$ cat src/rtl/muldiv_sequencer.sv
// Multi-cycle MULT/MULTU/DIV/DIVU sequencer: 32-step shift-add multiply / restoring divide into HI/LO.
// Optional macro MULDIV_DIVZERO_FLAG_EN adds the div_zero port and an early-out for zero divisors.
module muldiv_sequencer #(
    parameter int XLEN = 32
) (
    input  logic            clk,
    input  logic            rst,
    input  logic            start,
    input  logic [2:0]      op,
    input  logic [XLEN-1:0] op_a,
    input  logic [XLEN-1:0] op_b,
    input  logic            rd_req,
    input  logic            flush,
    output logic            busy,
    output logic            stall,
    output logic            done,
    output logic [XLEN-1:0] hi,
    output logic [XLEN-1:0] lo
`ifdef MULDIV_DIVZERO_FLAG_EN
    ,
    output logic            div_zero
`endif
);

    typedef enum logic [1:0] {IDLE, PREP, RUN, FIX} state_e;

    state_e            state_q, state_d;
    logic              is_div_q, is_div_d;
    logic              sa_q, sa_d, sb_q, sb_d;
    logic              bz_q, bz_d;
    logic [XLEN-1:0]   a_q, a_d, b_q, b_d;
    logic [2*XLEN-1:0] acc_q, acc_d;
    logic [4:0]        cnt_q, cnt_d;
    logic [XLEN-1:0]   hi_q, hi_d, lo_q, lo_d;
    logic              done_q, done_d;
`ifdef MULDIV_DIVZERO_FLAG_EN
    logic              dz_q, dz_d;
`endif

    logic              is_signed;
    logic [XLEN-1:0]   a_mag, b_mag;
    logic [4:0]        div_idx;
    logic [XLEN:0]     msum;
    logic [XLEN:0]     rem_sh;
    logic [XLEN+1:0]   trial;
    logic [2*XLEN-1:0] prod_fix;
    logic [XLEN-1:0]   quo, rem;

    assign is_signed = ~op[0];
    assign a_mag     = (is_signed && op_a[XLEN-1]) ? -op_a : op_a;
    assign b_mag     = (is_signed && op_b[XLEN-1]) ? -op_b : op_b;

    // Operands stay put; the counter indexes multiplier bits LSB-first and dividend bits MSB-first.
    assign div_idx = ~cnt_q;
    assign msum    = {1'b0, acc_q[2*XLEN-1:XLEN]} + (b_q[cnt_q] ? {1'b0, a_q} : '0);
    assign rem_sh  = {acc_q[2*XLEN-1:XLEN], a_q[div_idx]};
    assign trial   = {1'b0, rem_sh} - {2'b00, b_q};

    assign prod_fix = (sa_q ^ sb_q) ? -acc_q : acc_q;
    assign quo      = (sa_q ^ sb_q) ? -acc_q[XLEN-1:0] : acc_q[XLEN-1:0];
    assign rem      = sa_q ? -acc_q[2*XLEN-1:XLEN] : acc_q[2*XLEN-1:XLEN];

    always_comb begin
        state_d  = state_q;
        is_div_d = is_div_q;
        sa_d     = sa_q;
        sb_d     = sb_q;
        bz_d     = bz_q;
        a_d      = a_q;
        b_d      = b_q;
        acc_d    = acc_q;
        cnt_d    = cnt_q;
        hi_d     = hi_q;
        lo_d     = lo_q;
        done_d   = 1'b0;
`ifdef MULDIV_DIVZERO_FLAG_EN
        dz_d     = 1'b0;
`endif
        case (state_q)
            IDLE: begin
                if (start && !op[2] && !flush) begin
                    state_d  = PREP;
                    is_div_d = op[1];
                    sa_d     = is_signed & op_a[XLEN-1];
                    sb_d     = is_signed & op_b[XLEN-1];
                    a_d      = a_mag;
                    b_d      = b_mag;
                    bz_d     = (op_b == '0);
                end
            end
            PREP: begin
                acc_d   = '0;
                cnt_d   = '0;
                state_d = RUN;
`ifdef MULDIV_DIVZERO_FLAG_EN
                if (is_div_q && bz_q) state_d = FIX;
`endif
            end
            RUN: begin
                if (is_div_q) begin
                    if (!trial[XLEN+1])
                        acc_d = {trial[XLEN-1:0], acc_q[XLEN-2:0], 1'b1};
                    else
                        acc_d = {rem_sh[XLEN-1:0], acc_q[XLEN-2:0], 1'b0};
                end else begin
                    acc_d = {msum, acc_q[XLEN-1:1]};
                end
                cnt_d = cnt_q + 5'd1;
                if (cnt_q == 5'd31) state_d = FIX;
            end
            FIX: begin
                if (!is_div_q) begin
                    {hi_d, lo_d} = prod_fix;
                end else if (bz_q) begin
                    // Zero divisor: all-ones quotient, dividend passed through as remainder.
                    lo_d = '1;
                    hi_d = sa_q ? -a_q : a_q;
                end else begin
                    lo_d = quo;
                    hi_d = rem;
                end
                done_d  = 1'b1;
`ifdef MULDIV_DIVZERO_FLAG_EN
                dz_d    = is_div_q & bz_q;
`endif
                state_d = IDLE;
            end
            default: state_d = IDLE;
        endcase

        if (flush && state_q != IDLE) begin
            state_d = IDLE;
            hi_d    = hi_q;
            lo_d    = lo_q;
            done_d  = 1'b0;
`ifdef MULDIV_DIVZERO_FLAG_EN
            dz_d    = 1'b0;
`endif
        end
    end

    always_ff @(posedge clk or posedge rst) begin
        if (rst) begin
            state_q  <= IDLE;
            is_div_q <= 1'b0;
            sa_q     <= 1'b0;
            sb_q     <= 1'b0;
            bz_q     <= 1'b0;
            a_q      <= '0;
            b_q      <= '0;
            acc_q    <= '0;
            cnt_q    <= '0;
            hi_q     <= '0;
            lo_q     <= '0;
            done_q   <= 1'b0;
`ifdef MULDIV_DIVZERO_FLAG_EN
            dz_q     <= 1'b0;
`endif
        end else begin
            state_q  <= state_d;
            is_div_q <= is_div_d;
            sa_q     <= sa_d;
            sb_q     <= sb_d;
            bz_q     <= bz_d;
            a_q      <= a_d;
            b_q      <= b_d;
            acc_q    <= acc_d;
            cnt_q    <= cnt_d;
            hi_q     <= hi_d;
            lo_q     <= lo_d;
            done_q   <= done_d;
`ifdef MULDIV_DIVZERO_FLAG_EN
            dz_q     <= dz_d;
`endif
        end
    end

    assign busy  = (state_q != IDLE);
    assign stall = busy & (start | rd_req);
    assign done  = done_q;
    assign hi    = hi_q;
    assign lo    = lo_q;
`ifdef MULDIV_DIVZERO_FLAG_EN
    assign div_zero = dz_q;
`endif

endmodule

$ cat config.mk
export PLATFORM = sky130hd
export DESIGN_NAME = muldiv_sequencer
export DESIGN_NICKNAME = d
export VERILOG_FILES = /design/src/rtl/muldiv_sequencer.sv
export SDC_FILE = /design/constraint.sdc
export NUM_CORES = 1
export LEC_CHECK = 0
export ABC_CLOCK_PERIOD_IN_PS = 12450
export BUFFER_PORTS_ARGS = -buffer_cell sky130_fd_sc_hd__buf_2
export CORE_MARGIN = 10
export CORE_UTILIZATION = 40
export DETAILED_ROUTE_END_ITERATION = 10
export REMOVE_ABC_BUFFERS = 1
export SKIP_LAST_GASP = 1
export SLEW_MARGIN = 10
export SYNTH_ARGS = -nofsm -noshare
export SYNTH_HDL_FRONTEND = slang
export SYNTH_SLANG_ARGS = --single-unit
$ cat constraint.sdc
create_clock -name clk -period 12.45 [get_ports clk]
set_clock_uncertainty 0.15 [all_clocks]
set_input_delay 1.245 -clock clk [delete_from_list [all_inputs] [get_ports clk]]
set_output_delay 1.245 -clock clk [all_outputs]
set_load 0.02 [all_outputs]
After elaboration in Yosys (flattened, before gate mapping)
Cells that the tools add are included.
{ "word_totals": {"ff_bits": 204, "input_bits": 72} }
{ "classes": {"n_reduce_logical": 14, "bitwise": 8, "order_cmp": 2, "addsub": 9, "mux": 25, "eq_ne": 6} }
{ "ops": {"columns": ["op", "n"], "rows": [
  ["$mux W32", 10],
  ["$mux W64", 3],
  ["$neg A32 Y32", 5],
  ["$pmux W64 S2", 1],
  ["$neg A64 Y64", 1],
  ["$sub A33 B32 Y34", 1],
  ["$add A32 B32 Y33", 1],
  ["$logic_not A32 Y1", 1],
  ["$lt A5 B6 Y1 const B", 2],
  ["$bmux W1 S5", 2],
  ["$pmux W5 S2", 1],
  ["$pmux W2 S4", 1],
  ["$mux W2", 3],
  ["$ne A3 B3 Y1 const B", 2],
  ["$reduce_and A2 Y1", 3],
  ["$add A5 B1 Y5 const B", 1],
  ["$eq A5 B5 Y1 const B", 1],
  ["$logic_and A1 B1 Y1", 5],
  ["$not A5 Y5", 1],
  ["$eq A2 B2 Y1 const B", 2],
  ["$mux W1", 4],
  ["$reduce_bool A2 Y1", 2],
  ["$and A1 B1 Y1", 3],
  ["$eq A2 B1 Y1 const B", 1],
  ["5 further kinds", 7]
]} }

Depth between registers and ports, before layout
{ "depth": {"depth_word": 7, "depth_mapped": 18, "depth_no_buf": 16} }

Worst setup path after synthesis
OpenSTA, ideal clock, no wires.
{ "synth_timing": {"path_type": "flip-flop to flip-flop", "startpoint": "register cnt_q[0]", "endpoint": "register acc_q[59]", "synth_period_minus_slack_ns": 4.807, "n_path_buf": 2, "t_required_ns": 12.174, "path_slack_ns": 7.643, "stages_incl_launch_ff": 19, "setup_time_ns": 0.126, "arrival_ns": 4.531, "cell_sequence": "dfrtp_1 > clkbuf_1 > mux4_2 > mux4_2 > mux2i_1 > clkbuf_1 > nor2_1 > ha_1 > inv_1 > fa_1 > nor2b_1 > o2111ai_1 > a21boi_0 > a22o_1 > a21oi_1 > o21a_1 > o21ai_0 > xnor2_1 > a221o_1"} }
{ "synth_via": {"elab_chain_len": 7} }
{ "synth_lines": {"columns": ["element", "line_no", "text"], "rows": [
  ["start, declared", "33", "logic [4:0] cnt_q, cnt_d;"],
  ["start signal, assigned", "168", "cnt_q <= cnt_d;"],
  ["$not A5 Y5", "54", "assign div_idx = ~cnt_q;"],
  ["$bmux W1 S5", "56", "assign rem_sh = {acc_q[2*XLEN-1:XLEN], a_q[div_idx]};"],
  ["$mux W1 (not written as such)", "56", null],
  ["$sub A33 B32 Y34", "57", "assign trial = {1'b0, rem_sh} - {2'b00, b_q};"],
  ["$mux W64", "101", "if (!trial[XLEN+1])"],
  ["$mux W64 (*)", "100", "if (is_div_q) begin"],
  ["$pmux W64 S2 (*)", "79", "case (state_q)"],
  ["end signal, assigned", "151", "acc_q <= '0;"],
  ["end signal, assigned", "167", "acc_q <= acc_d;"],
  ["end, declared", "32", "logic [2*XLEN-1:0] acc_q, acc_d;"]
]} }
Mark *: on every way between the ends. The rest lies on a longest branch, timed or not. The select of a mux whose other input is x is not followed.
A chain may end at the register's enable or synchronous reset.

Worst setup path after layout
Ends and elaborated chain as after synthesis.

==> impl_metrics.tcl <==
set metrics [dict create \
    cts.clk_slew.worst_paths_ps 60 \
    ys_warn_count 0 \
    fin_nets 2233 \
    routedWlPerCell_um 20.2 \
    clockBufferDepth 3 \
    finalHoldViolations 0 \
    peakVddDrop_v 0.000170 \
    fin_hold_ws_ps 321 \
    remaining_drc_errors 0 \
    crit_required_ps 12730 \
    routed_via_density 5.77 \
    r2r-start "cnt_q[0]" \
    drv_cap 0 \
    critPathKind "flip-flop to flip-flop" \
    synthFlopType "dfrtp_1" \
    clock-sinks 204 \
    post_cts_buffers 0 \
    place.gp.congestion 0.992 \
    grt_setup_unrepaired "no" \
    fmax_ghz 0.176 \
    drt_iter0_drc 1364 \
    avgSynthCellArea_um2 8.25 \
    core_mm2 0.0418 \
    synth-seq-cells 204 \
    async_reset_ff_frac 1.00 \
    hp-class "flip-flop to flip-flop" \
    pin_count 139 \
    num_vias 15200 \
    hp-start "hi[26]" \
    syn_inst 2043 \
    grt-ovfl-total 0 \
    setup.worst_path.start_class "flip-flop" \
    yosysSeqAreaShare 0.303 \
    synth_edf_count 0 \
    cp_max_fo 32 \
    cts_tree "built" \
    p_leak_uw 0.00796 \
    maxSlewViolCount 0 \
    ctsResizeCount 0 \
    drtAntennaViolNets 0 \
    grtUsageTotal 0.206 \
    power_density_mw_per_mm2 314 \
    dp_hpwl_um 40000 \
    htree_levels 1 \
    grt_antenna_before_repair 0 \
    io_buffer_count 138 \
    fin_crit_ps 5670 \
    initial_core_util 0.403 \
    status "complete, no violations" \
    worstHoldEndpoint "hi[26]" \
    die_x_um 225 \
    setup_viol 0 \
    grt_pass1_wl_um 83600 \
    yosysUniqueCellTypes 83 \
    dieArea_mm2 0.0507 \
    grt_pass1_vias 14500 \
    area_growth_pct 10.7 \
    die_h_um 225 \
    relSlewSlack 0.269 \
    grt_max_degree 126 \
    tns_ps 0 \
    clkLatencyLatePin_ps 550 \
    cts.hold.buffers_added 0 \
    dr.pass1.iters 5 \
    worst_ep_arrival_time_ps 5940 \
    tightest_slew_ps 1090 \
    reg2reg_depth 15 \
    hold_path_depth 2 \
    cts_root_buffer "clkbuf_16" \
    cts_buffers 25 \
    min_period_over_period 0.455 \
    num_rows 75 \
    syn-cell-area_mm2 0.0168 \
    endpoint_kind "flip-flop" \
    drive_gt1_frac 0.125 \
    routed_wl_um 53500 \
    r2r_setup_slack_ps 6780 \
    regToRegEndpoint "acc_q[59]" \
]
==> how the worst max path moves through the flow <==
stage	endpoint	cells after the start	start
after detailed placement	acc_q[59]	15	cnt_q[0]
after floorplan	a_q[0]	1	rst
after global routing	acc_q[59]	15	cnt_q[0]
after CTS	acc_q[59]	15	cnt_q[0]
final	acc_q[59]	15	cnt_q[0]
after global placement	acc_q[59]	15	cnt_q[0]
==> worst max-delay path, cell delays in order, from the launching register on <==
cell and delay (ps):
dfrtp_1 1000, mux4_2 590, mux4_2 510, mux2i_2 150, buf_4 380, nor2b_1 90
ha_1 350, nor2b_1 180, o2111ai_1 140, a21boi_0 540, a22o_1 280, a21oi_1 150
o21a_1 270, o21ai_0 300, xnor2_1 100, a221o_1 320
==> Yosys cell counts, types with 8 or more instances <==
library cell,number,area share
inv_1,92,0.020
mux2i_1,44,0.026
o221ai_1,10,0.0052
dfrtp_1,204,0.30
ha_1,74,0.055
buf_2,9,0.0027
o22ai_1,12,0.0045
a211oi_1,13,0.0058
and2_1,8,0.0030
o41ai_1,15,0.0078
a31oi_1,17,0.0063
nand2b_1,13,0.0048
mux4_2,21,0.028
nor2b_1,45,0.017
or3_1,16,0.0059
a21oi_1,145,0.043
nand2_1,232,0.052
and3_1,9,0.0033
or4_4,8,0.0053
nand4_1,15,0.0056
nor4_1,19,0.0071
o21a_1,10,0.0045
xor2_1,68,0.035
o21ai_0,190,0.056
o2bb2ai_1,33,0.017
or4_1,12,0.0053
nor2_1,151,0.034
nor3_1,30,0.0089
clkbuf_1,118,0.026
xnor2_1,159,0.083
a21o_1,24,0.011
nand3_1,17,0.0051
o21ai_1,25,0.0074
buf_1,8,0.0018
o31ai_1,27,0.012
o211ai_1,40,0.018
==> final cells by class <==
cell class	count	area, µm²
Inverter	92	353
Antenna cell	1	2.50
Multi-Input combinational cell	1608	10900
Fill cell	4179	23100
Clock inverter	12	130
Tap cell	539	674
Sequential cell	204	5110
Clock buffer	34	689
Timing Repair Buffer	154	811
==> cell usage in the layout, fill, tap and decap left out, types with 8 or more instances in the layout <==
master / instances
nand2_1: 230
dfrtp_1: 201
o21ai_0: 190
xnor2_1: 158
nor2_1: 150
a21oi_1: 145
buf_2: 138
inv_1: 90
ha_1: 74
xor2_1: 67
nor2b_1: 45
mux2i_1: 43
o211ai_1: 40
o2bb2ai_1: 33
nor3_1: 30
o31ai_1: 27
o21ai_1: 25
clkbuf_16: 25
a21o_1: 24
mux4_2: 21
nor4_1: 19
a31oi_1: 17
nand3_1: 17
or3_1: 16
buf_4: 16
o41ai_1: 15
nand4_1: 15
nand2b_1: 13
a211oi_1: 13
or4_1: 12
o22ai_1: 12
o21a_1: 10
o221ai_1: 10
and3_1: 9
and2_1: 8
or4_4: 8
==> where the power goes <==
group	switching [µW]	internal [µW]
registers	453	911
logic	2280	1480
clock network	303	431
total	3030	2820
==> layer usage <==
layer,share of wire,wire (µm),up-vias,track usage
li1,-,-,7387,-
met1,0.46,24700,7287,0.290
met2,0.45,24100,514,0.331
met3,0.069,3700,56,0.0272
met4,0.018,970,0,0.0399
met5,0,0,-,0
==> cell families after synthesis <==
kind of cell | Yosys count | synth area share
and+or+nand+nor | 611 | 0.178
DFF | 204 | 0.303
buffers and inverters | 231 | 0.0535
xor gates and xnor gates | 227 | 0.118
AOI/OAI and AO/OA | 623 | 0.232
muxes | 71 | 0.0582
adders and majority gates | 76 | 0.0573
==> state kept, by name, summed over array words and instances, names as in the netlist <==
register,flops
hi,32
is_div_q,1
bz_q,1
a_q,32
acc_q,64
state_q,2
sa_q,1
lo,32
sb_q,1
cnt_q,5
done,1
b_q,32
==> through the flow <==
| stage | total power, µW | setup WS, ps | util | std cells | area [µm²] |
|---|---|---|---|---|---|
| 3_3_place_gp | 5050 | 6900 | 0.427 | 2597 | 17800 |
| 2_1_floorplan | 3950 | 5490 | - | 1904 | 16300 |
| 5_1_grt | 6330 | 6310 | 0.447 | 2643 | 18700 |
| 4_1_cts | 5850 | 6780 | 0.447 | 2643 | 18600 |
| 3_5_place_dp | 5090 | 6770 | 0.427 | 2597 | 17800 |
| 6_report | 5860 | 6780 | 0.447 | 2644 | 18700 |
Note: power is estimated with default switching activity, not from simulation.
